[src/rtl/ram_stream_pkg.sv]
// Shared types and constants for the scratchpad wide-port row streamer.
package ram_stream_pkg;

  typedef enum logic [1:0] {
    S_IDLE  = 2'd0,
    S_RUN   = 2'd1,
    S_DRAIN = 2'd2,
    S_DONE  = 2'd3
  } state_e;

  localparam int unsigned STREAM_BUF_DEPTH = 2;
  localparam int unsigned STREAM_BUF_CNT_W = $clog2(STREAM_BUF_DEPTH + 1);

endpackage

[src/rtl/stream_buf2.sv]
// Two-entry synchronous FIFO for stream stages; push and pop may coincide even when full.
module stream_buf2
  import ram_stream_pkg::*;
#(
  parameter int unsigned width = 256
) (
  input  logic                        clk,
  input  logic                        nrst,
  input  logic                        clr,
  input  logic                        push,
  input  logic [width-1:0]            din,
  input  logic                        pop,
  output logic [width-1:0]            dout,
  output logic [STREAM_BUF_CNT_W-1:0] count,
  output logic                        empty,
  output logic                        full
);

  logic [width-1:0] mem [STREAM_BUF_DEPTH];
  logic             wr_ptr;
  logic             rd_ptr;
  logic             do_push;
  logic             do_pop;

  assign empty   = (count == '0);
  assign full    = (count == STREAM_BUF_CNT_W'(STREAM_BUF_DEPTH));
  assign do_pop  = pop & ~empty;
  assign do_push = push & (~full | do_pop);
  assign dout    = mem[rd_ptr];

  // When full with a coincident pop, the write lands in the slot being vacated.
  always_ff @(posedge clk or negedge nrst) begin
    if (!nrst) begin
      for (int unsigned i = 0; i < STREAM_BUF_DEPTH; i++) mem[i] <= '0;
      wr_ptr <= 1'b0;
      rd_ptr <= 1'b0;
      count  <= '0;
    end else if (clr) begin
      wr_ptr <= 1'b0;
      rd_ptr <= 1'b0;
      count  <= '0;
    end else begin
      if (do_push) begin
        mem[wr_ptr] <= din;
        wr_ptr      <= ~wr_ptr;
      end
      if (do_pop) rd_ptr <= ~rd_ptr;
      case ({do_push, do_pop})
        2'b10:   count <= count + STREAM_BUF_CNT_W'(1);
        2'b01:   count <= count - STREAM_BUF_CNT_W'(1);
        default: count <= count;
      endcase
    end
  end

endmodule

[src/rtl/ram_row_streamer.sv]
// Issues strided wide-port RAM reads and streams the returned rows out as valid/ready.
module ram_row_streamer
  import ram_stream_pkg::*;
#(
  parameter int unsigned addrWidth = 32,
  parameter int unsigned rowWidth  = 256,
  parameter int unsigned cntWidth  = 16
) (
  input  logic                 clk,
  input  logic                 nrst,
  input  logic                 start_i,
  input  logic                 abort_i,
  input  logic [addrWidth-1:0] base_addr_i,
  input  logic [cntWidth-1:0]  num_rows_i,
  input  logic [cntWidth-1:0]  stride_i,
  output logic                 busy_o,
  output logic                 done_o,
  output logic                 rd_en_o,
  output logic [addrWidth-1:0] rd_addr_o,
  input  logic [rowWidth-1:0]  rd_data_i,
  output logic [rowWidth-1:0]  data_o,
  output logic                 valid_o,
  input  logic                 ready_i,
  output logic                 last_o
);

  localparam int unsigned USED_W = STREAM_BUF_CNT_W + 1;

  state_e                      state_q;
  state_e                      state_d;
  logic [addrWidth-1:0]        addr_q;
  logic [cntWidth-1:0]         num_rows_q;
  logic [cntWidth-1:0]         stride_q;
  logic [cntWidth-1:0]         issued_q;
  logic [cntWidth-1:0]         delivered_q;
  logic                        inflight_q;
  logic [STREAM_BUF_CNT_W-1:0] occ;
  logic                        buf_empty;
  logic                        buf_full;
  logic                        buf_clr;
  logic                        buf_push;
  logic                        pop;
  logic [USED_W-1:0]           used;
  logic                        issue_room;
  logic                        final_issue;
  logic                        launch;

  assign launch      = (state_q == S_IDLE) & start_i;
  assign valid_o     = ~buf_empty;
  assign pop         = valid_o & ready_i;
  assign last_o      = valid_o & (delivered_q == num_rows_q - cntWidth'(1));
  assign rd_addr_o   = addr_q;
  assign buf_clr     = abort_i & (state_q != S_IDLE);
  assign buf_push    = inflight_q & ~abort_i;
  assign final_issue = rd_en_o & (issued_q == num_rows_q - cntWidth'(1));

  // Buffer slots plus the read in flight must not exceed two unless a pop frees one now.
  assign used       = USED_W'(occ) + USED_W'(inflight_q);
  assign issue_room = buf_full ? (~inflight_q & pop)
                               : ((used < USED_W'(STREAM_BUF_DEPTH)) |
                                  ((used == USED_W'(STREAM_BUF_DEPTH)) & pop));

  stream_buf2 #(.width(rowWidth)) u_buf (
    .clk   (clk),
    .nrst  (nrst),
    .clr   (buf_clr),
    .push  (buf_push),
    .din   (rd_data_i),
    .pop   (pop),
    .dout  (data_o),
    .count (occ),
    .empty (buf_empty),
    .full  (buf_full)
  );

  // State register.
  always_ff @(posedge clk or negedge nrst) begin
    if (!nrst) state_q <= S_IDLE;
    else       state_q <= state_d;
  end

  // Next-state logic; abort outranks everything outside IDLE.
  always_comb begin
    state_d = state_q;
    if (abort_i && (state_q != S_IDLE)) begin
      state_d = S_IDLE;
    end else begin
      case (state_q)
        S_IDLE:  if (start_i) state_d = (num_rows_i == '0) ? S_DONE : S_RUN;
        S_RUN:   if (final_issue) state_d = S_DRAIN;
        S_DRAIN: if (pop && last_o) state_d = S_DONE;
        S_DONE:  state_d = S_IDLE;
        default: state_d = S_IDLE;
      endcase
    end
  end

  // FSM outputs; rd_en_o sees ready_i through the pop term.
  always_comb begin
    busy_o  = 1'b0;
    done_o  = 1'b0;
    rd_en_o = 1'b0;
    busy_o  = (state_q != S_IDLE);
    done_o  = (state_q == S_DONE);
    rd_en_o = (state_q == S_RUN) & ~abort_i & (issued_q < num_rows_q) & issue_room;
  end

  // Job parameters, counters, running address and in-flight flag.
  always_ff @(posedge clk or negedge nrst) begin
    if (!nrst) begin
      addr_q      <= '0;
      num_rows_q  <= '0;
      stride_q    <= '0;
      issued_q    <= '0;
      delivered_q <= '0;
      inflight_q  <= 1'b0;
    end else if (launch) begin
      addr_q      <= base_addr_i;
      num_rows_q  <= num_rows_i;
      stride_q    <= stride_i;
      issued_q    <= '0;
      delivered_q <= '0;
      inflight_q  <= 1'b0;
    end else begin
      inflight_q <= rd_en_o;
      if (rd_en_o) begin
        addr_q   <= addr_q + addrWidth'(stride_q);
        issued_q <= issued_q + cntWidth'(1);
      end
      if (pop) delivered_q <= delivered_q + cntWidth'(1);
    end
  end

endmodule

[config.mk]
export PLATFORM = sky130hd
export DESIGN_NAME = ram_row_streamer
export DESIGN_NICKNAME = d
export VERILOG_FILES = /design/src/rtl/ram_stream_pkg.sv /design/src/rtl/stream_buf2.sv /design/src/rtl/ram_row_streamer.sv
export SDC_FILE = /design/constraint.sdc
export NUM_CORES = 1
export LEC_CHECK = 0
export ABC_CLOCK_PERIOD_IN_PS = 3430
export CAP_MARGIN = 40
export CORE_UTILIZATION = 30
export DETAILED_ROUTE_END_ITERATION = 10
export SETUP_SLACK_MARGIN = 0.4
export SKIP_LAST_GASP = 1
export SLEW_MARGIN = 20
export SYNTH_ARGS = -nofsm -noshare
export SYNTH_HDL_FRONTEND = slang
export SYNTH_SLANG_ARGS = --single-unit
export TNS_END_PERCENT = 30
[constraint.sdc]
create_clock -name clk -period 3.43 [get_ports clk]
set_clock_uncertainty 0.05 [all_clocks]
set_input_delay 0.5145 -clock clk [delete_from_list [all_inputs] [get_ports clk]]
set_output_delay 0.5145 -clock clk [all_outputs]
set_load 0.03 [all_outputs]
# --- After elaboration in Yosys (flattened, before gate mapping) ---
# Cells that the tools add are included.
totals:
  ramBits: 0
  output_inout_bits: 293
  reg_bits: 615
  latchBits: 0
  memories: 0
  rom_bits: 0
  input_bits: 325
op_classes:
  magnitude_cmp: 5
  multipliers: 0
  n_mux: 26
  n_reduce_logical: 14
  n_eq_ne: 12
  shifts: 0
  n_div: 0
  bitwise_logic: 24
  addsub: 7
ops:
  columns: ["operator", "n"]
  rows:
  - ["2-to-1 mux 256 bit", 4]
  - ["bitwise mux 512 bit", 1]
  - ["demux 256 bit (select 1 bit)", 1]
  - ["2-to-1 mux 16 bit", 4]
  - ["2-to-1 mux 32 bit", 2]
  - ["adder 16 x 1 -> 16 bit (second input constant)", 2]
  - ["adder 32 x 16 -> 32 bit", 1]
  - ["equality test 16 bit", 2]
  - ["logical NOT 16 bit", 1]
  - ["less-than comparator 16 bit", 1]
  - ["subtractor 16 x 1 -> 16 bit (second input constant)", 1]
  - ["AND 1 bit", 13]
  - ["2-to-1 mux 2 bit", 6]
  - ["nonzero test 2 bit", 5]
  - ["equality test 2 bit (second input constant)", 4]
  - ["case mux 2 bit (4 select lines)", 1]
  - ["NOT 1 bit", 7]
  - ["2-to-1 mux 1 bit", 6]
  - ["inequality test 3 bit (second input constant)", 2]
  - ["equality test 2 x 1 -> 1 bit (second input constant)", 2]
  - ["greater-or-equal comparator 2 bit (second input constant)", 2]
  - ["logical NOT 2 bit", 2]
  - ["NOT 1 -> 2 bit", 2]
  - ["case mux 2 bit (2 select lines)", 1]
  - ["12 further kinds", 15]

# --- Longest topological paths before layout ---
# Gate-level depths: netlist (run 1).
depth:
  depth_word: 11
  mapped_depth: 13

# --- Modules after synthesis ---
# Synthesis (run 1) repeated with hierarchy kept, for this count alone.
unflattened:
  hier_cells: 2199
  area_unflattened_um2: 30161.4
by_module_without_submodules:
  columns: ["module", "n_inst", "cells_per_inst", "area_per_inst_um2"]
  rows:
  - ["stream_buf2", 1, 1391, 23296.1]
  - ["ram_row_streamer", 1, 808, 6865.3]

# --- Least setup slack after synthesis (run 1) ---
# Ideal clock, no wire load.
synth_timing:
  path_kind: "reg-to-output"
  from: "reg num_rows_q[0]"
  to: "out last_o"
  stages_incl_launch_ff: 9
  path_slack_ps: -97
  arrival_time_ps: 2963
  required_ps: 2865
  path_buffers: 0
  path_cell_list: "dfrtp_1 > inv_1 > ha_1 > nor4b_1 > nand3_1 > xnor2_1 > a2111oi_0 > nand4_1 > nor4_1"
synth_between:
  elab_chain_len: 3
synth_rtl:
  columns: ["element", "line", "rtl"]
  rows:
  - ["start: declaration", "ram_row_streamer.sv:32", "logic [cntWidth-1:0] num_rows_q;"]
  - ["start signal: assignment", "ram_row_streamer.sv:119", "num_rows_q <= num_rows_i;"]
  - ["subtractor 16 x 1 -> 16 bit", "ram_row_streamer.sv:51", "assign last_o = valid_o & (delivered_q == num_rows_q - cntWidth'(1));"]
  - ["equality test 16 bit", "ram_row_streamer.sv:51", null]
  - ["AND 1 bit", "ram_row_streamer.sv:51", null]
  - ["end: declaration", "ram_row_streamer.sv:24", "output logic last_o"]
# Every way passes these cells.

# --- Worst setup path in the final report (run 1) ---
layout_timing:
  from: "reg num_rows_q[8]"
  to: "out last_o"
# The elaborated chain is that of the path after synthesis.

==> impl_results.md, run 1 <==
- Slew HR: a little under three fifths
- Cell Area, Placed: between 30000 and 40000 sq um
- Post-route cell area: about 41000 sq um
- Power Dens Cells: 1079 nW/um^2
- Full die area: ~98000 sq um
- WHS Path Cells: 3
- Yosys warns: 0
- Largest net degree at the start of global routing: 86
- Total GRT Usage: around 17%
- Root Buffer: clkbuf_16
- Starting Density: between 30% and 40%
- Cell with the most instances after synthesis: mux2_2
- EDFF count, synth: 0
- Reg-to-Reg Start: num_rows_q[1]
- Leakage: 18.06 nW
- WL met3: roughly 5700 microns
- Finished Core Util: ~43%
- Die Ht: between 300 and 400 microns
- Crit-path max FO: 7
- Met1 WL: 33940 microns
- Vias in the first global route: roughly 22000
- Setup TNS: -39.60 ps
- Asr flop ratio synth: 100.0%
- Most area-consuming cells after synthesis: dfrtp_1 (53%), mux2_2 (30%), ha_1 (1.9%), nand2_1 (1.7%), clkbuf_1 (1.5%)
- Final setup margin: -39.60 ps
- Synth unique cells: approximately 70
- Synthesized net count: between 2000 and 3000
- Final ANT Viol Nets: 0
- Nets: about 3300
- Worst r2r dst: state_q[0]
- Status: finished, violations left
- Dominant cell type by area after synthesis: dfrtp_1
- Crit path capture type: output pin
- Reg2reg setup slack: between 300 and 400 ps
- Syn Inst Count: ~2200
- Tmin final: about 3500 ps
- Hold Path End: stride_q[10]
- Final setup vio count: 1
- Critical path arrival: about 2900 ps
- FMAX: 288.2 MHz
- I/O pin cnt: just over 600
- DR vias/cell: roughly 4.7
- Post-synth design cell area: slightly below 30000 sq um
- Final worst path period share: 101.2%
- Share of cells above drive strength 1: approximately 37%
- Reg clk slew, reported paths: around 60 ps
- Max incr delay on CP: 380 ps
- CTS max path bufs: 3
- Critical path's slowest cell: dfrtp_1
- Vias: 20220
- Synthesized flop and latch total: slightly above 600
- Ys flop type: dfrtp_1
- Synthesis-to-finish area growth: 40.33%
- GR Overflow Total: 0
- Clock Sinks: about 620
- Max-slew violations: 0
- Post-synthesis sequential area ratio: between 50% and 60%
- MaxCap Viol Count: 0
- CORE AREA: about 95000 sq um
- CTS tree: done
- Hold Startpoint: stride_i[10]
- Critical path startpoint category: flip-flop
- Crit Path Category: flip-flop to output pin
- DR pass1 iterations: 5
- RSZ-0062 raised after global routing: yes
- Post-synth top area share: a little over half
- Met2 WL: roughly 42000 microns
- Cell Rows: 113
- Failing checks: setup timing
- Worst vdd ir: just under 0.0006 V
- Synth top cells by count: mux2_2 (770), dfrtp_1 (615), nand2_1 (128)
- Worst-margin pin slew: a little under 700 ps
- Syn_area_per_cell: 13.02 sq um
- Fin. Hold Viols: 0
- DRC Markers: 0
- Initial antenna violation count: 17
- Pwr Total: 43.80 mW
- RePlAce Congestion: 0.8795
- First-pass GRT wire length: around 130000 microns
- Critical path cell sequence: buf_4, nor4_2, buf_4, nand4_1, xnor2_2, xor2_1, o2111ai_2, nor4_4, buf_6
- Count of buffers from port buffering: around 620
- Max Used Layer: met5
- Total CTS buffers: between 70 and 80
- CP Buf/Inv Count: 3
- Worst Hold Class: primary input to flip-flop
- Family with the most delay on the worst path: simple AND/OR/NAND/NOR gates
- Reg2Reg Depth: 10
- CP dominant cell by count: buf_4
- Worst skew pair latency: between 600 and 700 ps
- Die Wd: around 310 microns
- DR iter-0 viols: ~960
- Critical Path RT: between 2000 and 3000 ps
- CTS H-Tree Depth: 3
- Routed WL: approximately 85000 microns
- Drt wl/cell: roughly 20 microns
- DP Wirelength: slightly above 60000 microns
[worst max-delay path by stage]
stage                              from            end  slack (ps)  depth (start not counted)
after floorplan            rd_addr_o[1]  rd_addr_o[26]         280                         11
after global placement    num_rows_q[1]         last_o         120                         10
after detailed placement  num_rows_q[1]         last_o          90                         10
after CTS                 num_rows_q[0]         last_o        -100                          9
after global routing      num_rows_q[1]         last_o        -210                          9
final                     num_rows_q[8]         last_o         -40                          9
[per-stage QoR]
step	setup slack, ps	cells	hold WS [ps]
detailed placement	88.23	4081	418.6
finish	-39.60	4263	353.0
CTS	-103.0	4240	281.2
floorplan	280.0	2222	168.9
global placement	117.2	4081	411.6
global route	-213.7	4263	321.4
[tightest hold or removal path, delay by kind of cell]
family / cells / cell delay (ps)
simple gates: 2 / 100
buf+inv: 1 / 390
[power by group]
group / switching (mW) / total (mW) / internal, mW
logic: 12.2 / 23.3 / 11.1
registers: 1.84 / 12.5 / 10.7
clock network: 3.26 / 7.92 / 4.66
total: 17.3 / 43.8 / 26.5
[layer usage]
layer	up-vias	global-route usage (%)
li1	9386	-
met1	10180	20.29
met2	484	29.14
met3	152	5.229
met4	10	6.475
met5	-	0
[logic make-up (layout without fill, tap and decap cells)]
| logic type | Yosys count | count (layout) | synth area share, % |
|---|---|---|---|
| AOI/OAI and AO/OA | 186 | 186 | 4.304 |
| xor gates and xnor gates | 73 | 73 | 2.306 |
| adders and majority gates | 44 | 44 | 1.929 |
| buffers and inverters | 168 | 932 | 2.215 |
| DFF | 615 | 615 | 53.21 |
| muxes | 775 | 775 | 30.15 |
| other | 0 | 12 | 0 |
| and+or+nand+nor | 361 | 361 | 5.887 |
[area by class of cell]
cell class | instances | area [sq um]
Antenna cell | 12 | 30.03
Sequential cell | 615 | 15400
Inverter | 44 | 167.7
Clock buffer | 110 | 2170
Timing Repair Buffer | 753 | 7859
Tap cell | 1265 | 1583
Fill cell | 8989 | 54710
Clock inverter | 25 | 304.0
Multi-Input combinational cell | 1439 | 13070
[flip-flops by register name, indices dropped and copies added, names as in the netlist]
name          count
stride_q         16
delivered_q      16
u_buf.rd_ptr      1
issued_q         16
rd_addr_o        32
num_rows_q       16
inflight_q        1
state_q           2
u_buf.wr_ptr      1
u_buf.mem       512
u_buf.count       2
[cells in the final DEF (no fill, tap or decap), types with 39 or more instances in the layout]
master and count:
a21oi_1 41, buf_4 90, clkbuf_16 76, clkdlybuf4s50_1 485, dfrtp_1 606, dlygate4sd2_1 64
dlymetal6s2s_1 53, ha_1 39, inv_1 39, mux2_2 770, nand2_1 126, nor2_1 92
o21ai_0 45
[what timing repair did]
item / CTS / global route
pin swaps: 9 / 8
setup buffers: 19 / 8
hold buffers: 1 / 0
gates resized for setup: 133 / 71
endpoints found under the setup margin: 262 / 210
endpoints found under the hold margin: 52 / 0
gates cloned: 4 / 2
(Power assumes the default switching activity.)
==> run 2: changes to the inputs <==
--- a/config.mk
+++ b/config.mk
@@ -9,6 +9,7 @@
 export CAP_MARGIN = 40
 export CORE_UTILIZATION = 30
 export DETAILED_ROUTE_END_ITERATION = 10
+export GPL_ROUTABILITY_DRIVEN = 0
 export SETUP_SLACK_MARGIN = 0.4
 export SKIP_LAST_GASP = 1
 export SLEW_MARGIN = 20
==> results of run 2 <==
The final DEF is identical to that of run 1; final timing and power are the same.
